--- src/rtl/bcd_pkg.sv ---
// Shared BCD constants and helpers.
// Used by the event counter and the display formatting blocks.
package bcd_pkg;

  localparam int BCD_DIGIT_W = 4;
  localparam int BCD_MAX_DIGITS = 8;

  typedef logic [BCD_DIGIT_W-1:0] bcd_nibble_t;

  localparam bcd_nibble_t BCD_NINE = 4'd9;
  localparam bcd_nibble_t BCD_ZERO = 4'd0;

  function automatic logic is_nine(
    input bcd_nibble_t nibble
  );
    return nibble == BCD_NINE;
  endfunction

  function automatic bcd_nibble_t bcd_next(
    input bcd_nibble_t nibble
  );
    return is_nine(nibble)
      ? BCD_ZERO
      : nibble + 4'd1;
  endfunction

endpackage

--- src/rtl/bcd_digit.sv ---
// One BCD decade of the event counter.
// Steps on carry_in unless held; rolls 9 -> 0.
module bcd_digit
  import bcd_pkg::*;
(
  input  logic        clock,
  input  logic        reset,
  input  logic        clear,
  input  logic        carry_in,
  input  logic        hold,
  output bcd_nibble_t value,
  output logic        carry_out
);

  always_ff @(posedge clock) begin
    if (reset) begin
      value <= BCD_ZERO;
    end else if (clear) begin
      value <= BCD_ZERO;
    end else if (carry_in && !hold) begin
      value <= bcd_next(value);
    end
  end

  assign carry_out = carry_in & is_nine(value);

`ifndef SYNTHESIS
  a_legal_bcd: assert property (
    @(posedge clock) value <= BCD_NINE
  );
`endif

endmodule

--- src/rtl/bcd_counter_ext.sv ---
// Packed BCD event counter, wrap or saturate,
// with sticky overflow and pre-update snapshot.
module bcd_counter_ext
  import bcd_pkg::*;
#(
  parameter int DIGITS   = 6,
  parameter bit SATURATE = 1'b0
) (
  input  logic                  clock,
  input  logic                  reset,
  input  logic                  clear,
  input  logic                  inc,
  input  logic                  latch,
  output logic [4*DIGITS-1:0]   bcdcount,
  output logic [4*DIGITS-1:0]   bcdheld,
  output logic                  overflow,
  output logic                  at_max
);

  localparam int W = BCD_DIGIT_W * DIGITS;

  generate
    if (DIGITS < 1 || DIGITS > BCD_MAX_DIGITS) begin : g_bad_digits
      $error("bcd_counter_ext: DIGITS must be 1..8");
    end
  endgenerate

  logic [DIGITS:0]   carry;
  logic [DIGITS-1:0] nine;
  logic              hold;
  logic              roll;

  assign carry[0] = inc;

  for (genvar k = 0; k < DIGITS; k++) begin : g_digit
    bcd_digit u_digit (
      .clock     (clock),
      .reset     (reset),
      .clear     (clear),
      .carry_in  (carry[k]),
      .hold      (hold),
      .value     (bcdcount[k*BCD_DIGIT_W +: BCD_DIGIT_W]),
      .carry_out (carry[k+1])
    );
    assign nine[k] = is_nine(
      bcdcount[k*BCD_DIGIT_W +: BCD_DIGIT_W]
    );
  end

  assign at_max = &nine;
  assign hold   = SATURATE & at_max;

  // Carry out of the top decade means an increment at all-nine,
  // whether it wrapped or was held back by saturation.
  assign roll = carry[DIGITS];

  always_ff @(posedge clock) begin
    if (reset) begin
      overflow <= 1'b0;
    end else if (clear) begin
      overflow <= 1'b0;
    end else if (roll) begin
      overflow <= 1'b1;
    end
  end

  always_ff @(posedge clock) begin
    if (reset) begin
      bcdheld <= '0;
    end else if (latch) begin
      bcdheld <= bcdcount;
    end
  end

`ifndef SYNTHESIS
  a_width: assert property (
    @(posedge clock) $bits(bcdcount) == W
  );
`endif

endmodule

--- config.mk ---
export PLATFORM = sky130hd
export DESIGN_NAME = bcd_counter_ext
export DESIGN_NICKNAME = d
export VERILOG_FILES = /design/src/rtl/bcd_pkg.sv /design/src/rtl/bcd_digit.sv /design/src/rtl/bcd_counter_ext.sv
export SDC_FILE = /design/constraint.sdc
export NUM_CORES = 1
export LEC_CHECK = 0
export ABC_AREA = 1
export CORE_MARGIN = 4
export CORE_UTILIZATION = 54
export CTS_BUF_LIST = sky130_fd_sc_hd__clkbuf_8
export CTS_CLUSTER_SIZE = 30
export DETAILED_ROUTE_END_ITERATION = 16
export PLACE_DENSITY = 0.87
export SYNTH_ARGS = -nofsm -noshare
export SYNTH_HDL_FRONTEND = slang
export SYNTH_SLANG_ARGS = --single-unit
--- constraint.sdc ---
create_clock -name clock -period 3.3 [get_ports clock]
set_input_delay 0.33 -clock clock [delete_from_list [all_inputs] [get_ports clock]]
set_output_delay 0.33 -clock clock [all_outputs]
set_load 0.01 [all_outputs]
After elaboration in Yosys (flattened, before gate mapping)
Index checks and enable logic that the tools add are counted.
W data, S select, Z words.
Word-level totals
  register bits: 49
  bits of input ports: 5
  output and inout bits: 50
  word-level logic and storage cells: 34
Operators by class
  add/sub/neg operators: 6
  equal/unequal tests: 6
  multiplexer cells: 6
  bitwise gates (word level): 6
  reduce and logical (&&, ||, !) cells: 2
Operator list (number)
  $add A4 B1 Y4 const B: 6
  $eq A4 B4 Y1 const B: 6
  $mux W4: 6
  $and A1 B1 Y1: 6
  $reduce_and A6 Y1: 1
  $reduce_or A2 Y1: 1

Logic depth before layout (Yosys ltp)
  depth after elaboration: 7
  gate-level depth with buffers: 9
  mapped depth without buffers: 9

Modules after synthesis
Synthesis repeated with hierarchy kept, for this count alone.
Second synthesis, totals
  cells, all modules: 331
  area total of the unflattened synthesis: 2402.3 sq um
Modules (own cells, without submodules)
  bcd_digit: times used 6, cells an instance 33, area each 222.7 sq um, seq. area each 80.1 sq um
  bcd_counter_ext: times used 1, cells an instance 133, area each 1066.0 sq um, seq. area each 500.5 sq um

Worst setup path after synthesis
No wires, ideal clock.
  path type: register to output
  from: register g_digit[5].u_digit.value[0]
  to: output port at_max
  arrival time: 1207 ps
  data required time: 2970 ps
  slack: 1763 ps
  stages on the path, launching flop included: 5
  path buffers: 0
  cell sequence: dfxtp_1 > inv_1 > nor3_1 > inv_1 > nor4_1
Between the ends
  word-level cells in the longest chain between the ends: 2
Ends and longest elaborated chain
  from (decl): RTL line bcd_digit.sv:11  | output bcd_nibble_t value,
  from (signal assigned): RTL line bcd_digit.sv:21  | value <= bcd_next(value);
  $eq A4 B4 Y1: RTL line bcd_pkg.sv:16  | return nibble == BCD_NINE;
  $reduce_and A6 Y1: RTL line bcd_counter_ext.sv:50  | assign at_max = &nine;
  to (decl): RTL line bcd_counter_ext.sv:17  | output logic at_max
No other way between the ends.

Worst setup path in the final report
  from: register g_digit[3].u_digit.value[3]
  to: output port at_max
Between the ends
  word-level cells in the longest chain between the ends: 2
Ends and longest elaborated chain (RTL line)
  from (decl): bcd_digit.sv:11
  from (signal assigned): bcd_digit.sv:21
  $eq A4 B4 Y1: bcd_pkg.sv:16
  $reduce_and A6 Y1: bcd_counter_ext.sv:50
No other way between the ends.

==> reports/summary.txt <==
R2R cell count = 7
Port Buffers = 54
fin crit share = 73.25%
CTS max path bufs = 2
wire per inst = 13.96 µm
Synth Register Bits = 49
top cells by area, synth = dfxtp_1, a21oi_1, nand2_1
number of synthesized flops with an enable pin = 0
Initial Utilization = 57.19%
CTS tree = yes
slew of the pin with the lowest slew margin = 0.7976 ns
GP Congestion = 0.8456
Final min period = 2.417 ns
RSZ-0062 raised after global routing = no
placed insts = 376
H-Tree Depth = 2
Slew Limit Fails = 0
Final ANT Viol Nets = 0
CTS Sinks = 49
peak supply drop = 0.0002819 V
hpwl dp = 3.815 mm
Via Count = 2066
first-pass GRT wire length = 8.832 mm
worst hold-check path type = flip-flop to flip-flop
fmax = 413.7 MHz
Post-Route Setup TNS = 0 ns
GRT overflow = 0
IO Pins = 55
startpoint class of the critical path = flip-flop
Pwr Density = 399.7 nW/µm²
vias in the first global route = 1841
Final #Nets = 340
Max-Cap Viols = 0
num rows = 22
Yosys cell types = 27
WS Path Type = flip-flop to primary output
top cell type's share of synthesized area = 45.82%
DR vias/cell = 5.380
Post-synth ARST share = 0%
DRC = 0
Main synth FF type = dfxtp_1
largest area contributor in the netlist = dfxtp_1
WL final = 5.361 mm
multi-input logic area = 999.7 µm²
Worst-Skew Late Latency = 0.30 ns
synthesized area = 2141 µm²
register area = 980.9 µm²
CP required = 2.97 ns
Finished Layout Cells = 384
GRT Total Usage = 21.62%
setup violators final = 0
Post-Syn Area per Cell = 7.619 µm²
Slew headroom = 46.66%
initial antenna violation count = 0
CTS root buffer = clkbuf_8
layout cells sized above 1 = 9.821%
hold depth = 2
number of CTS-inserted buffers = 5
# fillers = 309
Final Hold Viols = 0
Yosys warnings = 0
Leak = 1.060 nW
Die ar. = 5036 µm²
skew final = 0.008640 ns
# hold bufs at CTS = 0
First-pass DRT Iterations = 4
Area Overhead vs Synth = 32.61%
largest net degree at the start of global routing = 26
CP Max Fanout = 7
# diodes = 0
Cells after Synth = 281
Post-CTS Setup Inserts = 0
Reg clk slew, reported paths = 0.09 ns
CP endpoint kind = primary output
Initial DRC Count = 113
post-CTS resize count = 0
post-synth net total = 286
Arr. time, crit path = 2.09 ns
status = finished, final reports clean
core box area = 3744 µm²
fraction of the yosys area taken by sequential cells = 45.82%
Horiz. Die Dim = 70.97 µm
die height = 70.97 µm
==> through the flow <==
step / area [µm²] / utilization, % / setup slack, ns / power [mW] / hold WS (ns)
2_1_floorplan: 2141 / - / 1.763 / 0.6668 / 0.4740
3_3_place_gp: 2723 / 72.73 / 1.287 / 0.7104 / 0.4521
3_5_place_dp: 2723 / 72.73 / 1.224 / 0.7132 / 0.4547
4_1_cts: 2839 / 75.84 / 0.9148 / 1.138 / 0.4679
5_1_grt: 2839 / 75.84 / 0.7903 / 1.172 / 0.4947
6_report: 2839 / 75.84 / 0.8829 / 1.135 / 0.4679
==> critical path, stage by stage (launching register included) <==
cell and delay [ns]:
dfxtp_1 0.49, nand2_2 0.13, nor2_4 0.22, nand3_4 0.12, nor4_1 0.24, clkdlybuf4s50_1 0.60
==> path summary, 6_finish.rpt <==
path	slack, ns	from	endpoint
max	0.88	g_digit[3].u_digit.value[3]	at_max
min	0.47	overflow	overflow
max reg2reg	1.80	g_digit[0].u_digit.value[0]	g_digit[4].u_digit.value[1]
min reg2reg	0.47	overflow	overflow
==> report_power, final <==
part	leakage, nW	switching, mW	internal (mW)
clock network	0.0626	0.191	0.244
logic	0.599	0.0452	0.0403
registers	0.399	0.00763	0.606
total	1.06	0.244	0.890
==> cells by family (layout without fill, tap and decap cells) <==
| group | after synthesis | count (layout) | share of synthesized area [%] |
|---|---|---|---|
| AOI/OAI and AO/OA | 69 | 69 | 16.36 |
| xor gates and xnor gates | 2 | 2 | 0.8184 |
| buffers and inverters | 42 | 97 | 7.481 |
| DFF | 49 | 49 | 45.82 |
| and+or+nand+nor | 119 | 119 | 29.51 |
==> registers in the layout, summed over array words and instances (netlist names) <==
| register | flops |
|---|---|
| g_digit.u_digit.value | 24 |
| bcdheld | 24 |
| overflow | 1 |
==> layout by cell type, fill, tap and decap left out <==
| cell | netlist | layout |
|---|---|---|
| nand2_4 | 2 | 2 |
| nand4_1 | 4 | 4 |
| inv_2 | 3 | 3 |
| and3_1 | 1 | 1 |
| nor3_4 | 1 | 1 |
| nor2_4 | 7 | 7 |
| nand3_4 | 2 | 2 |
| nor2_8 | 1 | 1 |
| clkbuf_8 | 0 | 6 |
| nor4_1 | 2 | 2 |
| bufinv_16 | 0 | 1 |
| nor3_1 | 7 | 7 |
| xor2_1 | 1 | 1 |
| o21ai_0 | 32 | 32 |
| buf_4 | 0 | 2 |
| xnor2_1 | 1 | 1 |
| nand2_2 | 3 | 3 |
| o32ai_1 | 1 | 1 |
| dfxtp_1 | 49 | 49 |
| nand3_1 | 11 | 11 |
| nor3_2 | 1 | 1 |
| a31oi_1 | 1 | 1 |
| inv_1 | 29 | 30 |
| inv_4 | 1 | 1 |
| nor2_2 | 3 | 3 |
| clkdlybuf4s50_1 | 0 | 54 |
| nand2_1 | 43 | 43 |
| o21ai_1 | 1 | 1 |
| nor2_1 | 31 | 31 |
| a21oi_1 | 34 | 34 |
==> metal layers <==
layer  vias up  track usage (%)  share of wire (%)
li1       1029                -                  -
met3         8            4.119                5.2
met5         -                0                  0
met2        72            35.02                 49
met1       957            29.07                 45
met4         0            6.889                1.2
==> cells in the mapped netlist, drive strengths merged (2+ instances only) <==
master and number:
a21oi 34, o21ai 33, nand4 4, nor4 2, clkbuf 9, nand2 48
nor2 42, nor3 9, inv 33, dfxtp 49, nand3 13
==> cell type report <==
type,count,share of cell area [%]
Clock buffer,6,2.909
Timing Repair Buffer,56,19.57
Sequential cell,49,34.55
Clock inverter,2,1.190
Inverter,33,4.451
Tap cell,48,2.115
Multi-Input combinational cell,190,35.21
Power figures use the tool's default switching activity.
